[config.mk]
export PLATFORM = sky130hd
export DESIGN_NAME = soml_argmin
export DESIGN_NICKNAME = d
export VERILOG_FILES = /design/src/rtl/soml_pkg.sv /design/src/rtl/soml_cmp_update.sv /design/src/rtl/soml_argmin.sv
export SDC_FILE = /design/constraint.sdc
export NUM_CORES = 1
export LEC_CHECK = 0
export CAP_MARGIN = 10
export CORE_MARGIN = 2
export CORE_UTILIZATION = 35
export DETAILED_ROUTE_END_ITERATION = 7
export PLACE_DENSITY_LB_ADDON = 0.08
export SYNTH_ARGS = -nofsm -noshare
export SYNTH_HDL_FRONTEND = slang
export SYNTH_HIERARCHICAL = 1
export SYNTH_SLANG_ARGS = --single-unit
[constraint.sdc]
create_clock -name clk -period 5 [get_ports clk]
set_clock_uncertainty 0.2 [all_clocks]
set_input_delay 0.5 -clock clk [delete_from_list [all_inputs] [get_ports clk]]
set_output_delay 0.5 -clock clk [all_outputs]
set_load 0.05 [all_outputs]
[src/rtl/soml_pkg.sv]
// rtl/soml_pkg.sv - shared constants and state type for the SOML argmin search
package soml_pkg;

    localparam int METRIC_W = 16;

    localparam logic [METRIC_W-1:0] METRIC_ALL_ONES = '1;

    typedef enum logic [1:0] {
        ST_IDLE   = 2'd0,
        ST_SEARCH = 2'd1,
        ST_DONE   = 2'd2
    } soml_state_e;

endpackage

[src/rtl/soml_cmp_update.sv]
// rtl/soml_cmp_update.sv - combinational best/second-best update for one candidate metric
// Optional runner-up tracking: SOML_SECOND_BEST_EN
module soml_cmp_update
    import soml_pkg::*;
#(
    parameter int MW    = 16,
    parameter int IDX_W = 4
) (
    input  logic             first,
    input  logic [MW-1:0]    metric,
    input  logic [IDX_W-1:0] idx,
    input  logic [MW-1:0]    best_metric,
    input  logic [IDX_W-1:0] best_idx,
`ifdef SOML_SECOND_BEST_EN
    input  logic [MW-1:0]    second_metric,
    output logic [MW-1:0]    second_metric_nxt,
`endif
    output logic             update,
    output logic [MW-1:0]    best_metric_nxt,
    output logic [IDX_W-1:0] best_idx_nxt
);

    logic less_best;

    always_comb begin
        less_best       = metric < best_metric;
        // first sample loads unconditionally so an all-ones metric can still win
        update          = first || less_best;
        best_metric_nxt = update ? metric : best_metric;
        best_idx_nxt    = update ? idx : best_idx;
`ifdef SOML_SECOND_BEST_EN
        second_metric_nxt = second_metric;
        if (first) begin
            second_metric_nxt = second_metric;
        end else if (less_best) begin
            second_metric_nxt = best_metric;
        end else if ((metric < second_metric) || (metric == best_metric)) begin
            second_metric_nxt = metric;
        end
`endif
    end

endmodule

[src/rtl/soml_argmin.sv]
// rtl/soml_argmin.sv - argmin search over N_CAND accumulated SOML candidate metrics
// Optional runner-up output: SOML_SECOND_BEST_EN
module soml_argmin
    import soml_pkg::*;
#(
    parameter int METRIC_W = 16,
    parameter int N_CAND   = 16,
    parameter int IDX_W    = 4
) (
    input  logic                clk,
    input  logic                rst_n,
    input  logic                start,
    input  logic                metric_valid,
    input  logic [METRIC_W-1:0] metric,
    output logic                busy,
    output logic                done,
    output logic [IDX_W-1:0]    best_idx,
`ifdef SOML_SECOND_BEST_EN
    output logic [METRIC_W-1:0] second_metric,
`endif
    output logic [METRIC_W-1:0] best_metric
);

    localparam logic [IDX_W-1:0]    LAST_IDX = IDX_W'(N_CAND - 1);
    localparam logic [METRIC_W-1:0] ONES     = '1;

    soml_state_e          state, state_nxt;
    logic [IDX_W-1:0]     cand_cnt;
    logic                 first;
    logic                 accept;
    logic                 last;
    logic                 upd;
    logic [METRIC_W-1:0]  best_metric_nxt;
    logic [IDX_W-1:0]     best_idx_nxt;
`ifdef SOML_SECOND_BEST_EN
    logic [METRIC_W-1:0]  second_metric_nxt;
`endif

    // start has priority: a valid in the same cycle as start is dropped
    assign accept = (state == ST_SEARCH) && metric_valid && !start;
    assign last   = accept && (cand_cnt == LAST_IDX);
    assign busy   = (state == ST_SEARCH);
    assign done   = (state == ST_DONE);

    soml_cmp_update #(
        .MW    (METRIC_W),
        .IDX_W (IDX_W)
    ) u_cmp (
        .first             (first),
        .metric            (metric),
        .idx               (cand_cnt),
        .best_metric       (best_metric),
        .best_idx          (best_idx),
`ifdef SOML_SECOND_BEST_EN
        .second_metric     (second_metric),
        .second_metric_nxt (second_metric_nxt),
`endif
        .update            (upd),
        .best_metric_nxt   (best_metric_nxt),
        .best_idx_nxt      (best_idx_nxt)
    );

    always_comb begin
        state_nxt = state;
        case (state)
            ST_IDLE:   if (start) state_nxt = ST_SEARCH;
            ST_SEARCH: begin
                if (start)     state_nxt = ST_SEARCH;
                else if (last) state_nxt = ST_DONE;
            end
            ST_DONE:   state_nxt = start ? ST_SEARCH : ST_IDLE;
            default:   state_nxt = ST_IDLE;
        endcase
    end

    always_ff @(posedge clk) begin
        if (!rst_n) begin
            state       <= ST_IDLE;
            cand_cnt    <= '0;
            first       <= 1'b0;
            best_idx    <= '0;
            best_metric <= ONES;
        end else begin
            state <= state_nxt;
            if (start) begin
                cand_cnt    <= '0;
                first       <= 1'b1;
                best_idx    <= '0;
                best_metric <= ONES;
            end else if (accept) begin
                // hold on the terminal candidate so the counter never wraps
                cand_cnt <= last ? cand_cnt : cand_cnt + 1'b1;
                first    <= 1'b0;
                if (upd) begin
                    best_idx    <= best_idx_nxt;
                    best_metric <= best_metric_nxt;
                end
            end
        end
    end

`ifdef SOML_SECOND_BEST_EN
    always_ff @(posedge clk) begin
        if (!rst_n) begin
            second_metric <= ONES;
        end else if (start) begin
            second_metric <= ONES;
        end else if (accept) begin
            second_metric <= second_metric_nxt;
        end
    end
`endif

endmodule

# Word level (Yosys, flattened, before mapping)

Cells that the tools add are included.

Register bits after elaboration: 27
Output and inout port bits: 22
Word-level logic and storage cells: 32

$add $sub $neg: 1
Magnitude comparators: 1
Eq/ne operators: 5
Multiplexer cells: 7
Bitwise operators: 2
Reduce and logical (&&, ||, !) cells: 11

Operators by type and width:

| kind                                                                   | count |
|---|---|
| 16-bit < comparator                                                    | 1 |
| 2-bit 2-to-1 mux                                                       | 3 |
| 2-bit case mux with 3 select lines                                     | 1 |
| 2-bit AND reduction                                                    | 3 |
| 4-bit by 1-bit adder with 4-bit output (second input constant)         | 1 |
| 4-bit equality test (second input constant)                            | 1 |
| 1-bit logical AND                                                      | 3 |
| 1-bit 2-to-1 mux                                                       | 3 |
| 3-bit by 2-bit != test with 1-bit output (second input constant)       | 1 |
| 2-bit by 1-bit equality test with 1-bit output (second input constant) | 1 |
| 2-bit equality test (second input constant)                            | 1 |
| 2-bit zero test                                                        | 1 |
| 2-bit != test (second input constant)                                  | 1 |
| 1-bit NOT                                                              | 2 |
| 2-bit nonzero test                                                     | 1 |
| 2-bit OR reduction                                                     | 1 |
| 1-bit zero test                                                        | 1 |
| 1-bit logical OR                                                       | 1 |

# Longest topological paths before layout

Gate-level depths: netlist of the first run.

Word-level depth: 7
Gate-level depth with buffers: 12

# Cells and area by module

Netlist of the first run, hierarchy kept.

By module, submodules not included:

| module          | times used | cells an instance | area an instance (µm²) |
|---|---|---|---|
| soml_argmin     | 1          | 130               | 1,121.1 |
| soml_cmp_update | 1          | 83                | 690.7 |

# Worst setup path after synthesis of the first run

OpenSTA, ideal clock, no wires.

Path kind: register to register
Start: reg best_metric[13]
End: reg best_idx[0]
Setup time: 0.070 ns
Arrival time: 2.918 ns
Data required time: 4.730 ns
Setup slack: 1.812 ns
Stages on the path, launching flop included: 13
Clock period less this slack: 3.188 ns
Cells stage by stage: dfxtp_1 > inv_1 > ha_1 > a211oi_1 > o22ai_1 > a211oi_1 > a31oi_4 > inv_4 > buf_6 > nor2b_1 > clkbuf_1 > nand3_1 > a21oi_1

Word-level cells in the longest chain between the ends: 3

RTL lines:

| what                                 | RTL line              | source |
|---|---|---|
| start: declaration                   | soml_argmin.sv:21     | `output logic [METRIC_W-1:0] best_metric` |
| start signal: assignment             | soml_argmin.sv:96     | `best_metric <= best_metric_nxt;` |
| 16-bit < comparator                  | soml_cmp_update.sv:26 | `less_best = metric < best_metric;` |
| 1-bit logical OR                     | soml_cmp_update.sv:28 | `update = first \|\| less_best;` |
| via upd                              | soml_argmin.sv:32     | `logic upd;` |
| 2-bit AND reduction (no source line) | n/a                   |  |
| end signal: assignment               | soml_argmin.sv:95     | `best_idx <= best_idx_nxt;` |
| end: declaration                     | soml_argmin.sv:17     | `output logic [IDX_W-1:0] best_idx,` |

The timed path passes the listed nets, and every way through them passes these cells.
A chain may end at the register's enable or synchronous reset.

# Worst setup path after layout of the first run

Start: in metric[13]
End: reg best_idx[2]

Word-level cells in the longest chain between the ends: 3

RTL lines:

| what                                 | RTL line              | source |
|---|---|---|
| start: declaration                   | soml_argmin.sv:14     | `input logic [METRIC_W-1:0] metric,` |
| 16-bit < comparator                  | soml_cmp_update.sv:26 |  |
| 1-bit logical OR                     | soml_cmp_update.sv:28 |  |
| via upd                              | soml_argmin.sv:32     |  |
| 2-bit AND reduction (no source line) | n/a                   |  |

The timed path passes the listed nets, and every way through them passes these cells.

==> impl_metrics.csv, run 1 <==
group,metric,value,unit
status,status,"finished, final reports clean",
setup_path,path_buf_inv,3,
timing,min_period_over_period,76.93,%
power,power_density,190.3,nW/µm²
layout,drive_gt1_share,12.10,%
floorplan,die_area,5768,µm²
timing,slew_viol_final,0,
setup_path,critPathSlowestCell,"nor2b_1",
clock_tree,postCtsSetupBuffers,0,
placed_design,place_congestion,0.7043,
floorplan,die_w,75.95,µm
timing,finalSetupViolCount,0,
detailed_routing,via_count,1629,
logic_synthesis,syn_area,1812,µm²
logic_synthesis,postSynthAreaPerCell,8.506,µm²
setup_path,crit_path_cell_trace,"clkdlybuf4s50_1 > ha_1 > a211oi_1 > o22ai_1 > a211oi_1 > a31oi_4 > inv_4 > nor2b_1 > buf_4 > nand3_1 > a21oi_1",
timing,period_minus_slack,3.847,ns
clock_tree,h-tree-depth,1,
placed_design,io_buffers,41,
power,p_sw_share,28.91,%
detailed_routing,wl_per_cell,14.19,µm
logic_synthesis,synth.top_cell.area_share,29.83,%
setup_path,crit_top_cell,"a211oi_1",
clock_tree,clockRootBuffer,"clkbuf_8",
layout,layout.nets,285,
setup_path,critPathTopFamily,"compound AO/OA/AOI/OAI gates",
logic_synthesis,ys_seq_elements,27,
logic_synthesis,synthArstFlopShare,0,%
grt,grt.overflow.total,0,
floorplan,core,5042,µm²
placed_design,dp_hpwl,3.137,mm
timing,tns,0,ns
logic_synthesis,ys_seq_area_share,29.83,%
power,p_sw,0.0001270,W
clock_tree,cts_tree,"done",
floorplan,initial_core_util,35.93,%
setup_path,arrival,3.86,ns
setup_path,crit_type,"in -> reg",
setup_path,max_stage_delay,0.63,ns
power,power_frac_clock,29.9,%
setup_path,critPathLaunchType,"primary input",
grt,grt_pass1_wl,7.534,mm
logic_synthesis,netlist_top_cells_area,"dfxtp_1 30%, ha_1 11%, nand3_1 11%",
power,seqPwrFrac,50.9,%
logic_synthesis,synthFlopType,"dfxtp_1",
clock_tree,numCtsBuffers,3,
grt,grt_pass1_vias,1551,
grt,grt_max_degree,23,
clock_tree,cts.path.max_buffers,2,
timing,timing.slew.headroom,40.85,%
floorplan,ios,42,
layout,utilization,45.78,%
logic_synthesis,yosys_warnings,6,
clock_tree,clkLatencyLatePin,0.28,ns
logic_synthesis,synth_edf_count,0,
power,combPwrFrac,19.2,%
detailed_routing,dr.pass1.iters,4,
clock_tree,cts.repair.resized,0,
timing,finalHoldViolCount,0,
timing,finalWorstSetupSlack,1.153,ns
setup_path,endpoint_kind,"register",
power,vdd_drop_max,92.04,µV
power,internal-power,0.0003123,W
floorplan,die_y,75.95,µm
clock_tree,cts_sinks,27,
logic_synthesis,syn_nets,249,
detailed_routing,drtIter0Drc,63,
worst_hold_path,hp-class,"reg -> reg",
timing,worstMarginPinSlew,0.8846,ns
detailed_routing,drc,0,
timing,grt_setup_unrepaired,"false",
placed_design,dp_slack,0.8581,ns
job,cap_violations,0,
clock_tree,hold_buffers,0,
timing,max_freq,260.0,MHz
logic_synthesis,synth_most_common_cell,"nand3_1",
grt,grt_util_all_layers,15.81,%
logic_synthesis,synth_top_cell_by_area,"dfxtp_1",
detailed_routing,ant_nets,0,
logic_synthesis,synthCells,213,
detailed_routing,viasPerCell,5.123,
setup_path,crit_fanout,20,
layout,n_antenna_cell,0,
power,p_leak,0.9579,nW
setup_path,required,5.01,ns
clock_tree,clk_pin_slew,0.10,ns
logic_synthesis,synth_common_cells,"39 x nand3_1, 27 x dfxtp_1, 25 x o21ai_0",
detailed_routing,drt-total-wl,4.511,mm
grt,antenna_found_initial,0,
logic_synthesis,ys_types,38,
layout,area_growth_syn_to_layout,27.42,%
floorplan,rows,26,
-- final timing paths --
kind                       start           to  slack [ns]  depth (start not counted)
hold / removal       best_idx[3]  best_idx[3]        0.31                          2
setup reg to reg  best_metric[6]  best_idx[2]        1.40                         11
hold reg to reg      best_idx[3]  best_idx[3]        0.31                          2
setup / recovery      metric[13]  best_idx[2]        1.15                         11
-- cells by family (layout without fill, tap and decap cells) --
family	Yosys count	in the layout	synth area share [%]
simple gates	65	65	21.69
compound gates	53	53	18.51
flops	27	27	29.83
fa+ha+maj	16	16	11.05
mux	17	17	10.57
buf+inv	35	70	8.357
-- layout by cell type (no fill, tap or decap), types with 4 or more instances in the layout --
master,count
a211oi_1,6
dfxtp_1,27
nand3_1,39
o21ai_0,25
inv_1,22
ha_1,16
nor3_1,4
mux2_2,17
a21oi_1,12
clkdlybuf4s50_1,41
-- state kept, by name, indices dropped and copies added, names as in the netlist --
name         cells
best_idx         4
best_metric     16
first            1
state            2
cand_cnt         4
-- metal layers --
| layer | wire length, µm | global-route usage, % | vias to the layer above | part of all wire (%) |
|---|---|---|---|---|
| li1 | - | - | 851 | - |
| met5 | 0 | 0 | - | 0 |
| met1 | 2302 | 21.68 | 738 | 51 |
| met2 | 1986 | 25.54 | 36 | 44 |
| met4 | 24 | 3.273 | 0 | 0.53 |
| met3 | 198 | 3.571 | 4 | 4.4 |
-- through the flow --
step / total power [W] / instance area [µm²] / cells / hold WS (ns)
after floorplan: 0.0002795 / 1812 / 213 / 0.2840
after global placement: 0.0003135 / 2262 / 314 / 0.3057
after detailed placement: 0.0003130 / 2262 / 314 / 0.3029
after CTS: 0.0004475 / 2308 / 318 / 0.3202
after global routing: 0.0004639 / 2308 / 318 / 0.3571
final: 0.0004392 / 2308 / 318 / 0.3123
-- power groups by stage --
stage	Combinational [W]	Sequential (W)	Clock, W
floorplan	0.0000435	0.000236	0
global placement	0.0000849	0.000229	0
detailed placement	0.0000843	0.000229	0
CTS	0.0000848	0.000224	0.000139
global route	0.0000922	0.000225	0.000147
finish	0.0000842	0.000224	0.000131
-- worst reg2reg max path, cell delays in order, from the launching register on --
cell and delay (ns):
dfxtp_1 0.38, inv_1 0.06, ha_1 0.31, a41oi_1 0.21, o21ai_0 0.13, a211oi_1 0.62, a31oi_4 0.19, inv_4 0.25
nor2b_1 0.63, buf_4 0.30, nand3_1 0.09, a21oi_1 0.16
-- final cells by class --
| type | instances | area (µm²) |
|---|---|---|
| timing repair buffer | 43 | 425.4 |
| fill | 546 | 2734 |
| multi-input combinational | 151 | 1120 |
| tap | 70 | 87.58 |
| sequential | 27 | 540.5 |
| inverter | 23 | 88.84 |
| clock inverter | 1 | 5.005 |
| clock buffer | 3 | 41.29 |
No activity file was read; power rests on OpenSTA's default activity.
==> run 2: changes to the inputs <==
clock period = 3.8 ns   (was 5 ns; I/O delays follow)
==> impl_metrics.csv, run 2 (synthesized netlist as in run 1, its figures left out) <==
group,metric,value,unit
status,status,"finished, final reports clean",
setup_path,crit_path_cell_trace,"clkdlybuf4s50_1 > ha_1 > a21oi_1 > o22ai_1 > a211oi_1 > buf_4 > a31oi_4 > inv_4 > nor2b_1 > buf_4 > nand3_1 > nand3_1",
placed_design,dp_hpwl,3.248,mm
layout,n_antenna_cell,0,
clock_tree,clockRootBuffer,"clkbuf_8",
clock_tree,cts.repair.resized,0,
job,cap_violations,0,
power,p_sw,0.0001664,W
worst_hold_path,min_from,"best_metric[13]",
layout,reg_top3,"best_metric: 16 flops, best_idx: 4 flops, cand_cnt: 4 flops",
clock_tree,numCtsBuffers,3,
clock_tree,clkLatencyLatePin,0.28,ns
setup_path,max_stage_delay,0.54,ns
floorplan,rows,26,
grt,antenna_found_initial,0,
worst_hold_path,hp-class,"reg -> reg",
setup_path,critPathTopFamily,"buffers and inverters",
floorplan,die_y,75.95,µm
clock_tree,h-tree-depth,1,
layout,drive_gt1_share,13.10,%
timing,period_minus_slack,3.141,ns
setup_path,timing.rr.end,"best_metric[2]",
timing,max_freq,318.4,MHz
detailed_routing,ant_nets,0,
placed_design,io_buffers,41,
clock_tree,postCtsSetupBuffers,0,
detailed_routing,wl_per_cell,14.28,µm
timing,whs,0.3181,ns
clock_tree,cts.path.max_buffers,2,
setup_path,reg2reg_from,"best_metric[13]",
clock_tree,cts_tree,"done",
layout,largest-register,"best_metric",
timing,worstMarginPinSlew,0.8421,ns
layout,final_common_cell,"clkdlybuf4s50_1",
layout,largest_reg_flops,16,
detailed_routing,dr.pass1.iters,4,
power,combPwrFrac,19.5,%
power,power_density,248.5,nW/µm²
floorplan,ios,42,
power,p_leak,0.9731,nW
clock_tree,cts_sinks,27,
detailed_routing,viasPerCell,5.202,
setup_path,endpoint_kind,"register",
worst_hold_path,whs_path_depth,2,
grt,grt_max_degree,23,
worst_hold_path,hold_end,"best_metric[13]",
grt,grt_pass1_wl,7.824,mm
grt,grt.overflow.total,0,
timing,grt_setup_unrepaired,"false",
floorplan,die_w,75.95,µm
setup_path,crit_type,"in -> reg",
floorplan,initial_core_util,35.93,%
timing,timing.slew.headroom,43.69,%
setup_path,required,3.83,ns
clock_tree,clk_pin_slew,0.10,ns
power,seqPwrFrac,50.6,%
power,vdd_drop_max,129.3,µV
placed_design,dpl.cell_count,318,
setup_path,critPathSlowestCell,"nor2b_1",
timing,slew_viol_final,0,
setup_path,critPathLaunchType,"primary input",
grt,grt_util_all_layers,16.50,%
floorplan,core,5042,µm²
setup_path,reg2reg_depth,12,
setup_path,crit_fanout,11,
power,internal-power,0.0004145,W
power,p_sw_share,28.64,%
timing,finalSetupViolCount,0,
power,power_frac_clock,29.8,%
detailed_routing,drc,0,
timing,min_period_over_period,82.65,%
layout,final_cell_mix,"41 x clkdlybuf4s50_1, 39 x nand3_1, 27 x dfxtp_1, 25 x o21ai_0, 22 x inv_1",
layout,final_cells,322,
timing,finalHoldViolCount,0,
timing,tns,0,ns
clock_tree,hold_buffers,0,
floorplan,die_area,5768,µm²
setup_path,path_buf_inv,4,
grt,grt_pass1_vias,1652,
layout,layout.nets,289,
detailed_routing,via_count,1675,
setup_path,cp-startpoint,"metric[11]",
detailed_routing,drt-total-wl,4.597,mm
placed_design,place_congestion,0.7463,
detailed_routing,drtIter0Drc,59,
layout,area_growth_syn_to_layout,29.01,%
setup_path,arrival,3.17,ns
setup_path,ff2ff_setup_slack,0.80,ns
## run 2: changes by cell type in the layout (fill, tap and decap cells not counted)
cell      previous run  this run
buf_4                2         6
clkbuf_1             0         1
clkinv_2             1         0
## run 2: metrics by stage
step	util [%]	setup WS [ns]	total power (W)	area, µm²
4_1_cts	46.35	0.6621	0.0005910	2337
2_1_floorplan	-	0.6118	0.0003677	1812
5_1_grt	46.35	0.4597	0.0006109	2337
3_3_place_gp	45.46	0.4188	0.0004146	2292
6_report	46.35	0.6595	0.0005809	2337
3_5_place_dp	45.46	0.3732	0.0004148	2292
## run 2: power by group through the flow
stage | logic [W] | clock network [W] | registers, W
after CTS | 0.000115 | 0.000182 | 0.000294
after global routing | 0.000125 | 0.000190 | 0.000295
after global placement | 0.000114 | 0 | 0.000301
final | 0.000114 | 0.000173 | 0.000294
after detailed placement | 0.000114 | 0 | 0.000301
after floorplan | 0.0000572 | 0 | 0.000311
## run 2: layout make-up
cell class                      instances  area, µm²
Fill cell                             505       2705
Multi-Input combinational cell        151       1120
Sequential cell                        27      540.5
Timing Repair Buffer                   47      455.4
Inverter                               23      88.84
Tap cell                               70      87.58
Clock buffer                            4      45.04
## run 2: worst max-delay path by stage
stage,cells after the start,slack (ns),endpoint
after floorplan,12,0.61,best_idx[0]
after global placement,12,0.42,best_metric[7]
after detailed placement,12,0.37,best_metric[2]
after CTS,12,0.66,best_metric[2]
after global routing,12,0.46,best_metric[7]
final,12,0.66,best_metric[2]
## run 2: routing by layer
metal | share of wire [%] | track usage (%)
met3 | 3.7 | 2.976
met1 | 48 | 21.35
met2 | 46 | 27.77
met4 | 1.6 | 5.455
met5 | 0 | 0
## run 2: worst register-to-register path: stages (launching register included)
cell and delay [ns]:
dfxtp_1 0.37, inv_1 0.05, ha_1 0.30, a211oi_1 0.22
o22ai_1 0.14, a211oi_1 0.23, buf_4 0.18, a31oi_4 0.11
inv_4 0.07, nor2b_1 0.54, buf_4 0.31, nand3_1 0.10
nand3_1 0.12
==> run 3: changes to the inputs <==
clock period = 3 ns   (was 3.8 ns; I/O delays follow)
==> impl_metrics.csv, run 3 (synthesized netlist as in run 1, its figures left out) <==
group,metric,value,unit
clock_tree,cts_tree,"done",
job,cap_violations,0,
floorplan,core,5042,µm²
detailed_routing,drt-total-wl,4.706,mm
layout,reg_top3,"best_metric: 16 flops, best_idx: 4 flops, cand_cnt: 4 flops",
setup_path,endpoint_kind,"register",
worst_hold_path,hp-class,"reg -> reg",
grt,grt_util_all_layers,16.15,%
clock_tree,postCtsSetupBuffers,0,
clock_tree,cts_sinks,27,
timing,period_minus_slack,2.811,ns
setup_path,crit_top_cell,"nand3_1",
floorplan,die_w,75.95,µm
layout,utilization,48.71,%
setup_path,crit_type,"in -> reg",
layout,largest-register,"best_metric",
timing,finalSetupViolCount,0,
grt,grt.overflow.total,0,
detailed_routing,drtIter0Drc,65,
setup_path,crit_path_cell_trace,"clkdlybuf4s50_1 > ha_1 > nand4_2 > a211oi_2 > or4b_4 > a31oi_4 > inv_4 > buf_12 > mux2_2 > nand3_1 > nand3_1",
layout,final_cell_mix,"41 x clkdlybuf4s50_1, 39 x nand3_1, 25 x o21ai_0, 22 x inv_1, 19 x dfxtp_1",
setup_path,critPathSlowestCell,"or4b_4",
layout,fill_cells,530,
power,p_leak,1.027,nW
clock_tree,cts.repair.resized,0,
placed_design,io_buffers,41,
grt,antenna_found_initial,0,
timing,finalHoldViolCount,0,
floorplan,die_area,5768,µm²
layout,regArea,550.5,µm²
timing,timing.slew.headroom,66.65,%
floorplan,ios,42,
setup_path,required,2.96,ns
grt,grt_pass1_vias,1549,
placed_design,dp_slack,-0.1107,ns
power,power_density,307.3,nW/µm²
floorplan,initial_core_util,35.93,%
clock_tree,cts.path.max_buffers,2,
placed_design,place_congestion,0.8082,
grt,grt_pass1_wl,7.624,mm
floorplan,die_y,75.95,µm
power,p_total,0.0007547,W
detailed_routing,wl_per_cell,14.17,µm
setup_path,crit_fanout,14,
layout,drive_gt1_share,20.23,%
clock_tree,clk_pin_slew,0.11,ns
timing,finalWorstSetupSlack,0.1887,ns
clock_tree,numCtsBuffers,3,
status,status,"finished, final reports clean",
layout,final_common_cell,"clkdlybuf4s50_1",
setup_path,arrival,2.77,ns
power,vdd_drop_max,166.7,µV
timing,grt_setup_unrepaired,"false",
detailed_routing,viasPerCell,5.190,
detailed_routing,dr.pass1.iters,4,
layout,multiInputGateArea,1125,µm²
setup_path,max_stage_delay,0.50,ns
floorplan,rows,26,
detailed_routing,ant_nets,0,
timing,min_period_over_period,93.71,%
layout,layout.nets,299,
layout,n_antenna_cell,0,
layout,largest_reg_flops,16,
clock_tree,clockRootBuffer,"clkbuf_8",
detailed_routing,drc,0,
timing,worstMarginPinSlew,0.4987,ns
clock_tree,clkLatencyLatePin,0.29,ns
placed_design,dp_hpwl,3.411,mm
layout,area_growth_syn_to_layout,35.57,%
setup_path,path_buf_inv,3,
setup_path,critPathLaunchType,"primary input",
setup_path,critPathTopFamily,"simple AND/OR/NAND/NOR gates",
grt,grt_max_degree,23,
timing,max_freq,355.7,MHz
clock_tree,hold_buffers,0,
clock_tree,h-tree-depth,1,
timing,slew_viol_final,0,
detailed_routing,via_count,1723,
==> run 3: worst min-delay path, stage by stage (launching register included) <==
cell	delay, ns
dfxtp_1	0.34
o21ai_0	0.07
a21oi_1	0.06
==> run 3: power breakdown <==
part	switching [W]	total [W]	internal, W
clock	0.000130	0.000225	0.0000948
sequential	0.00000846	0.000373	0.000365
combinational	0.0000820	0.000157	0.0000747
total	0.000220	0.000755	0.000534
==> run 3: through the flow <==
stage               setup TNS [ns]  instances  area (µm²)  hold WS (ns)
floorplan                        0        213        1827        0.2174
global placement            -1.140        328        2407        0.2831
detailed placement          -1.394        328        2407        0.2937
CTS                              0        332        2456        0.3089
global route                     0        332        2456        0.3290
finish                           0        332        2456        0.3062
==> run 3: layer usage <==
layer / wire length (µm) / part of all wire [%] / global-route usage (%) / vias to the layer above
li1: - / - / - / 880
met1: 2289 / 49 / 22.54 / 799
met2: 2156 / 46 / 25.80 / 39
met3: 205 / 4.4 / 2.381 / 5
met4: 55 / 1.2 / 4.909 / 0
met5: 0 / 0 / 0 / -
==> run 3: final timing paths <==
| check | to | startpoint | depth (start not counted) | slack [ns] |
|---|---|---|---|---|
| worst max-delay path | best_metric[2] | metric[15] | 11 | 0.19 |
| worst max register to register | best_metric[2] | best_metric[6] | 11 | 0.27 |
| worst min-delay path | best_idx[3] | best_idx[3] | 2 | 0.31 |
| worst min register to register | best_idx[3] | best_idx[3] | 2 | 0.31 |
==> run 3: area by class of cell <==
type	count	area share [%]
Clock buffer	3	1.681
Clock inverter	1	0.3057
Inverter	23	3.617
Multi-Input combinational cell	151	45.80
Sequential cell	27	22.41
Tap cell	70	3.566
Timing Repair Buffer	57	22.62
